`config.mk`:
```
export PLATFORM = sky130hd
export DESIGN_NAME = dac_stream_selector
export DESIGN_NICKNAME = d
export VERILOG_FILES = /design/src/rtl/dac_stream_pkg.sv /design/src/rtl/dac_sample_fifo.sv /design/src/rtl/dac_stream_selector.sv
export SDC_FILE = /design/constraint.sdc
export NUM_CORES = 2
export LEC_CHECK = 0
export ABC_CLOCK_PERIOD_IN_PS = 52100
export CAP_MARGIN = 20
export CORE_MARGIN = 2
export CORE_UTILIZATION = 32
export CTS_CLUSTER_SIZE = 25
export DETAILED_ROUTE_END_ITERATION = 8
export HOLD_SLACK_MARGIN = 0.06
export PLACE_DENSITY = 0.58
export SLEW_MARGIN = 0
export SYNTH_ARGS = -nofsm -noshare
export SYNTH_HDL_FRONTEND = slang
export SYNTH_SLANG_ARGS = --single-unit
export TNS_END_PERCENT = 10
```
`constraint.sdc`:
```
create_clock -name clk -period 52.1 [get_ports clk]
set_clock_uncertainty 0.15 [all_clocks]
set_input_delay 7.815 -clock clk [delete_from_list [all_inputs] [get_ports clk]]
set_output_delay 7.815 -clock clk [all_outputs]
set_load 0.02 [all_outputs]
```
`src/rtl/dac_stream_pkg.sv`:
```
// Shared types and helpers for the DAC output stage: mode encoding, sizing and
// the per-sample saturating adder used by the SUM path.
package dac_stream_pkg;

  localparam int SAMPLE_WIDTH     = 16;
  localparam int SAMPLES_PER_BEAT = 16;
  localparam int AXIS_DATA_WIDTH  = SAMPLE_WIDTH * SAMPLES_PER_BEAT;
  localparam int FIFO_DEPTH       = 16;

  typedef enum logic [1:0] {
    DDS    = 2'b00,
    DIRECT = 2'b01,
    SUM    = 2'b10,
    MUTE   = 2'b11
  } dac_mode_t;

  // Signed add clamped to the representable range of one sample.
  function automatic logic [SAMPLE_WIDTH-1:0] sat_add(input logic [SAMPLE_WIDTH-1:0] a,
                                                      input logic [SAMPLE_WIDTH-1:0] b);
    logic [SAMPLE_WIDTH:0] s;
    s = {a[SAMPLE_WIDTH-1], a} + {b[SAMPLE_WIDTH-1], b};
    if (s[SAMPLE_WIDTH] != s[SAMPLE_WIDTH-1])
      return s[SAMPLE_WIDTH] ? {1'b1, {(SAMPLE_WIDTH-1){1'b0}}} : {1'b0, {(SAMPLE_WIDTH-1){1'b1}}};
    return s[SAMPLE_WIDTH-1:0];
  endfunction

endpackage

```
`src/rtl/dac_sample_fifo.sv`:
```
// Direct-sample FIFO. The caller only asserts pop when non-empty and push when
// there is room (or a pop frees a slot the same cycle); flush overrides both.
module dac_sample_fifo
  import dac_stream_pkg::*;
#(
  parameter int WIDTH = AXIS_DATA_WIDTH,
  parameter int DEPTH = FIFO_DEPTH,
  localparam int AW   = $clog2(DEPTH)
) (
  input  logic             clk,
  input  logic             reset,
  input  logic             push,
  input  logic             pop,
  input  logic             flush,
  input  logic [WIDTH-1:0] wdata,
  output logic [WIDTH-1:0] rdata,
  output logic             full,
  output logic             empty,
  output logic [AW:0]      level
);

  logic [WIDTH-1:0] mem_q [DEPTH];
  logic [AW-1:0]    wr_ptr_q, wr_ptr_d;
  logic [AW-1:0]    rd_ptr_q, rd_ptr_d;
  logic [AW:0]      level_q, level_d;
  logic             full_q, full_d;
  logic             empty_q, empty_d;

  always_comb begin
    wr_ptr_d = wr_ptr_q;
    rd_ptr_d = rd_ptr_q;
    level_d  = level_q;
    if (flush) begin
      wr_ptr_d = '0;
      rd_ptr_d = '0;
      level_d  = '0;
    end else begin
      // Pointers wrap naturally because DEPTH is a power of two.
      if (push) wr_ptr_d = wr_ptr_q + 1'b1;
      if (pop)  rd_ptr_d = rd_ptr_q + 1'b1;
      level_d = level_q + (AW+1)'(push) - (AW+1)'(pop);
    end
    full_d  = (level_d == (AW+1)'(DEPTH));
    empty_d = (level_d == '0);
  end

  always_ff @(posedge clk or posedge reset) begin
    if (reset) begin
      wr_ptr_q <= '0;
      rd_ptr_q <= '0;
      level_q  <= '0;
      full_q   <= 1'b0;
      empty_q  <= 1'b1;
    end else begin
      wr_ptr_q <= wr_ptr_d;
      rd_ptr_q <= rd_ptr_d;
      level_q  <= level_d;
      full_q   <= full_d;
      empty_q  <= empty_d;
    end
  end

  always_ff @(posedge clk) begin
    if (push && !flush) mem_q[wr_ptr_q] <= wdata;
  end

  assign rdata = mem_q[rd_ptr_q];
  assign full  = full_q;
  assign empty = empty_q;
  assign level = level_q;

endmodule

```
`src/rtl/dac_stream_selector.sv`:
```
// DAC output stage: per-beat selection of DDS, direct FIFO samples, their
// saturated sum, or silence, behind a registered AXIS master.
module dac_stream_selector
  import dac_stream_pkg::*;
#(
  localparam int SW      = SAMPLE_WIDTH,
  localparam int SPB     = SAMPLES_PER_BEAT,
  localparam int DW      = AXIS_DATA_WIDTH,
  localparam int FIFO_AW = $clog2(FIFO_DEPTH)
) (
  input  logic               clk,
  input  logic               reset,
  input  logic [1:0]         mode_in,
  input  logic               mode_valid,
  input  logic               flush,
  input  logic [DW-1:0]      dds_tdata,
  input  logic               dds_tvalid,
  input  logic [DW-1:0]      direct_wdata,
  input  logic               direct_write,
  output logic               direct_full,
  output logic [FIFO_AW:0]   direct_level,
  output logic [DW-1:0]      m_axis_tdata,
  output logic               m_axis_tvalid,
  input  logic               m_axis_tready,
  output logic [1:0]         active_mode,
  input  logic               clear_error,
  output logic               overflow,
  output logic               underflow
);

  dac_mode_t     pending_q, pending_d;
  dac_mode_t     active_q, active_d;
  logic [DW-1:0] tdata_q, tdata_d;
  logic          tvalid_q, tvalid_d;
  logic          overflow_q, overflow_d;
  logic          underflow_q, underflow_d;

  logic          fifo_push, fifo_pop, fifo_full, fifo_empty;
  logic [DW-1:0] fifo_rdata, fifo_head, sum_beat, beat;
  logic          src_valid, load, uses_fifo, underflow_set, overflow_set;

  dac_sample_fifo #(.WIDTH(DW), .DEPTH(FIFO_DEPTH)) u_fifo (
    .clk   (clk),
    .reset (reset),
    .push  (fifo_push),
    .pop   (fifo_pop),
    .flush (flush),
    .wdata (direct_wdata),
    .rdata (fifo_rdata),
    .full  (fifo_full),
    .empty (fifo_empty),
    .level (direct_level)
  );

  // AXIS master: a beat transfers when tvalid & tready; once tvalid is high,
  // tdata and tvalid stay frozen until tready is seen.
  always_comb begin
    src_valid     = (pending_q == DDS || pending_q == SUM) ? dds_tvalid : 1'b1;
    load          = (!tvalid_q || m_axis_tready) && src_valid;
    uses_fifo     = (pending_q == DIRECT || pending_q == SUM);
    fifo_pop      = load && uses_fifo && !fifo_empty;
    underflow_set = load && uses_fifo && fifo_empty;
    fifo_push     = direct_write && !flush && (!fifo_full || fifo_pop);
    overflow_set  = direct_write && !flush && fifo_full && !fifo_pop;
    fifo_head     = fifo_empty ? '0 : fifo_rdata;

    sum_beat = '0;
    for (int i = 0; i < SPB; i++)
      sum_beat[i*SW +: SW] = sat_add(dds_tdata[i*SW +: SW], fifo_head[i*SW +: SW]);

    case (pending_q)
      DDS:     beat = dds_tdata;
      DIRECT:  beat = fifo_head;
      SUM:     beat = sum_beat;
      default: beat = '0;
    endcase

    tdata_d  = tdata_q;
    tvalid_d = tvalid_q;
    active_d = active_q;
    if (load) begin
      tdata_d  = beat;
      tvalid_d = 1'b1;
      active_d = pending_q;
    end else if (m_axis_tready) begin
      tvalid_d = 1'b0;
    end

    pending_d   = mode_valid ? dac_mode_t'(mode_in) : pending_q;
    overflow_d  = overflow_set  ? 1'b1 : (clear_error ? 1'b0 : overflow_q);
    underflow_d = underflow_set ? 1'b1 : (clear_error ? 1'b0 : underflow_q);
  end

  always_ff @(posedge clk or posedge reset) begin
    if (reset) begin
      pending_q   <= DDS;
      active_q    <= DDS;
      tdata_q     <= '0;
      tvalid_q    <= 1'b0;
      overflow_q  <= 1'b0;
      underflow_q <= 1'b0;
    end else begin
      pending_q   <= pending_d;
      active_q    <= active_d;
      tdata_q     <= tdata_d;
      tvalid_q    <= tvalid_d;
      overflow_q  <= overflow_d;
      underflow_q <= underflow_d;
    end
  end

  assign m_axis_tdata  = tdata_q;
  assign m_axis_tvalid = tvalid_q;
  assign active_mode   = active_q;
  assign direct_full   = fifo_full;
  assign overflow      = overflow_q;
  assign underflow     = underflow_q;

endmodule

```
==> impl_metrics.sql <==
INSERT INTO impl_metrics (metric_group, metric, value, unit) VALUES
('yosys', 'synth_seq_area_share', '0.712', ''),
('routing', 'antenna_viol_nets_final', '0', ''),
('yosys', 'synthesis.yosys.warnings', '0', ''),
('power_and_ir_drop', 'power.density', '44.2', 'mW/mm2'),
('power_and_ir_drop', 'power_leakage', '67.6', 'nW'),
('critical_path', 'setup_crit_path_kind', 'in2reg', ''),
('cts', 'cts_tree', 'built', ''),
('routing', 'wire_per_inst', '33.4', 'um'),
('global_route', 'antenna_found_initial', '260', ''),
('placed_design', 'dpl.hpwl', '409', 'mm'),
('yosys', 'netlist_area', '0.183', 'mm2'),
('yosys', 'syn_inst', '9448', ''),
('cts', 'post-cts-setup-buffers', '0', ''),
('global_route', 'grt_pass1_wl', '840', 'mm'),
('die', 'coreArea', '0.569', 'mm2'),
('power_and_ir_drop', 'vdd_ir_drop_max', '0.0355', 'mV'),
('timing', 'tightest_slew', '1.18', 'ns'),
('yosys', 'number_of_enable_flip_flop_cells_after_synthesis', '4096', ''),
('routing', 'detailedRoute.firstPassIterationCount', '6', ''),
('cts', 'cts.htree.levels', '5', ''),
('cts', 'cts-resized-gates', '0', ''),
('die', 'die_area', '0.577', 'mm2'),
('routing', 'route.detailed.vias_per_inst', '5.46', ''),
('routing', 'route.detailed.drc', '0', ''),
('routing', 'drt_iter0_markers', '12100', ''),
('status', 'run_status', 'finished clean', ''),
('layout', 'syn2layout_area_growth', '17.6', '%'),
('yosys', 'synth.ff_latch_count', '4374', ''),
('critical_path', 'critical_path.startpoint_type', 'input pin', ''),
('global_route', 'grt_overflow', '0', ''),
('yosys', 'share_of_flip_flops_with_an_asynchronous_set_or_reset', '0.0636', ''),
('timing', 'grt_setup_unrepaired', 'false', ''),
('routing', 'via_count', '101000', ''),
('layout', 'layout_commonest_cell', 'sky130_fd_sc_hd__edfxtp_1', ''),
('timing', 'min_period', '13.26', 'ns'),
('yosys', 'avgSynthCellArea', '19.3', 'um2'),
('placed_design', 'placed_cell_area', '0.200', 'mm2'),
('timing', 'relSlewSlack', '0.214', ''),
('worst_hold_path', 'min_path_type', 'reg2reg', ''),
('die', 'floorplan.rows', '277', ''),
('critical_path', 'setup.worst_path.end_class', 'flop', ''),
('cts', 'cts_hold_buf', '0', ''),
('critical_path', 'cp_common_cell', 'sky130_fd_sc_hd__buf_4', ''),
('die', 'boundaryPins', '789', ''),
('cts', 'cts-buffers-inserted', '450', ''),
('layout', 'postLayoutCellArea', '0.215', 'mm2'),
('timing', 'final-setup-viol-count', '0', ''),
('yosys', 'syn-num-nets', '10300', ''),
('timing', 'timing.hold.ws', '0.340', 'ns'),
('yosys', 'ys_types', '119', ''),
('timing', 'worst_path_setup_slack_after_routing', '38.84', 'ns'),
('timing', 'max_freq', '75.4', 'MHz'),
('timing', 'hold_viol_final', '0', ''),
('layout', 'fin_util', '0.378', ''),
('cts', 'cts.reportedPaths.clkPinSlew', '0.07', 'ns'),
('placed_design', 'globalplace.congestion', '0.871', ''),
('die', 'initial_core_util', '0.321', ''),
('placed_design', 'port_buffer_count', '788', ''),
('layout', 'share_of_cells_above_drive_strength_1', '0.207', ''),
('run', 'max-cap-violations', '0', ''),
('cts', 'cts-root-buf', 'sky130_fd_sc_hd__clkbuf_16', ''),
('critical_path', 'worst-endpoint-required', '52.57', 'ns'),
('global_route', 'number_of_global_route_vias_before_repair', '102000', ''),
('layout', 'most-common-layout-cells', '4096 x sky130_fd_sc_hd__edfxtp_1, 1184 x sky130_fd_sc_hd__mux4_2, 787 x sky130_fd_sc_hd__clkdlybuf4s50_1', ''),
('cts', 'insertion_delay', '1.01', 'ns'),
('critical_path', 'cp_slowest_stage_delay', '0.82', 'ns'),
('timing', 'finalMaxSlewViolations', '0', ''),
('cts', 'clockBufferDepth', '4', ''),
('timing', 'tns', '0', 'ns'),
('critical_path', 'slowest_stage', 'sky130_fd_sc_hd__buf_4', ''),
('critical_path', 'crit_buf_inv', '7', '');
## through the flow
stage / std cells / power, mW
floorplan: 9448 / 5.47
global placement: 17500 / 6.29
detailed placement: 17500 / 6.32
CTS: 18300 / 9.56
global route: 18400 / 9.85
finish: 18400 / 9.50
## layer usage
layer | GRT usage | wire [um] | up-vias
met1 | 0.266 | 242000 | 53800
met3 | 0.0511 | 52800 | 1052
met2 | 0.343 | 297000 | 4429
li1 | - | - | 41200
met4 | 0.0728 | 24000 | 102
met5 | 0 | 678 | -
## state kept, by name, indices dropped and copies added, names as in the netlist
| register | cells |
|---|---|
| active_mode | 2 |
| m_axis_tdata | 256 |
| m_axis_tvalid | 1 |
| overflow | 1 |
| pending_q | 2 |
| u_fifo.empty | 1 |
| u_fifo.full | 1 |
| u_fifo.level | 5 |
| u_fifo.mem_q | 4096 |
| u_fifo.rd_ptr_q | 4 |
| u_fifo.wr_ptr_q | 4 |
| underflow | 1 |
## logic make-up (layout without fill, tap and decap cells)
| group | count (synthesis) | count (layout) | synth area share |
|---|---|---|---|
| mux | 1331 | 1331 | 0.155 |
| compound gates | 1476 | 1476 | 0.0545 |
| fa+ha+maj | 307 | 307 | 0.0215 |
| other cells | 0 | 140 | 0 |
| flops | 4374 | 4374 | 0.712 |
| xor+xnor | 226 | 226 | 0.0109 |
| simple gates | 1128 | 1128 | 0.0312 |
| buf+inv | 606 | 1934 | 0.0153 |
## cell usage after synthesis, types with 140 or more instances
master,instances,area share
sky130_fd_sc_hd__ha_1,271,0.019
sky130_fd_sc_hd__nand2_1,242,0.0050
sky130_fd_sc_hd__xnor2_1,140,0.0067
sky130_fd_sc_hd__nor2b_1,265,0.0091
sky130_fd_sc_hd__a21oi_1,369,0.010
sky130_fd_sc_hd__mux4_2,1184,0.15
sky130_fd_sc_hd__dfrtp_1,277,0.038
sky130_fd_sc_hd__nor2_1,299,0.0061
sky130_fd_sc_hd__clkbuf_1,317,0.0065
sky130_fd_sc_hd__o21ai_0,252,0.0069
sky130_fd_sc_hd__edfxtp_1,4096,0.67
sky130_fd_sc_hd__a22oi_1,154,0.0063
## where the power goes
group	total, mW	switching (mW)	internal, mW
logic	2.16	1.29	0.873
clock network	3.25	1.40	1.84
registers	4.09	0.123	3.97
total	9.50	2.82	6.69
## path summary, 6_finish.rpt
path | start | to | slack [ns] | cells past startpoint
setup / recovery | m_axis_tready | u_fifo.mem_q[4][111]$_DFFE_PP_ | 38.84 | 14
hold / removal | m_axis_tdata[81]$_DFFE_PP0P_ | m_axis_tdata[81]$_DFFE_PP0P_ | 0.34 | 2
setup reg to reg | u_fifo.rd_ptr_q[0]$_DFFE_PP0P_ | m_axis_tdata[162]$_DFFE_PP0P_ | 42.53 | 23
hold reg to reg | m_axis_tdata[81]$_DFFE_PP0P_ | m_axis_tdata[81]$_DFFE_PP0P_ | 0.34 | 2
max in group asynchronous | reset | m_axis_tdata[17]$_DFFE_PP0P_ | 42.32 | 4
min in group asynchronous | reset | u_fifo.level[4]$_DFF_PP0_ | 7.13 | 2
## worst min-delay path: stages, from the launching register on
cell and delay, ns:
sky130_fd_sc_hd__dfrtp_1 0.35, sky130_fd_sc_hd__nand2_1 0.05, sky130_fd_sc_hd__o21ai_0 0.06
## layout make-up
cell class	count	area, um2
fillers	51400	354000
diodes	140	350
flip-flops and latches	4374	130000
clock buffers	536	11600
well taps	7533	9430
clock inverters	289	3140
multi-input cells	4468	50100
repair buffers	1007	9750
inverters	102	393
Power figures use the tool's default switching activity.
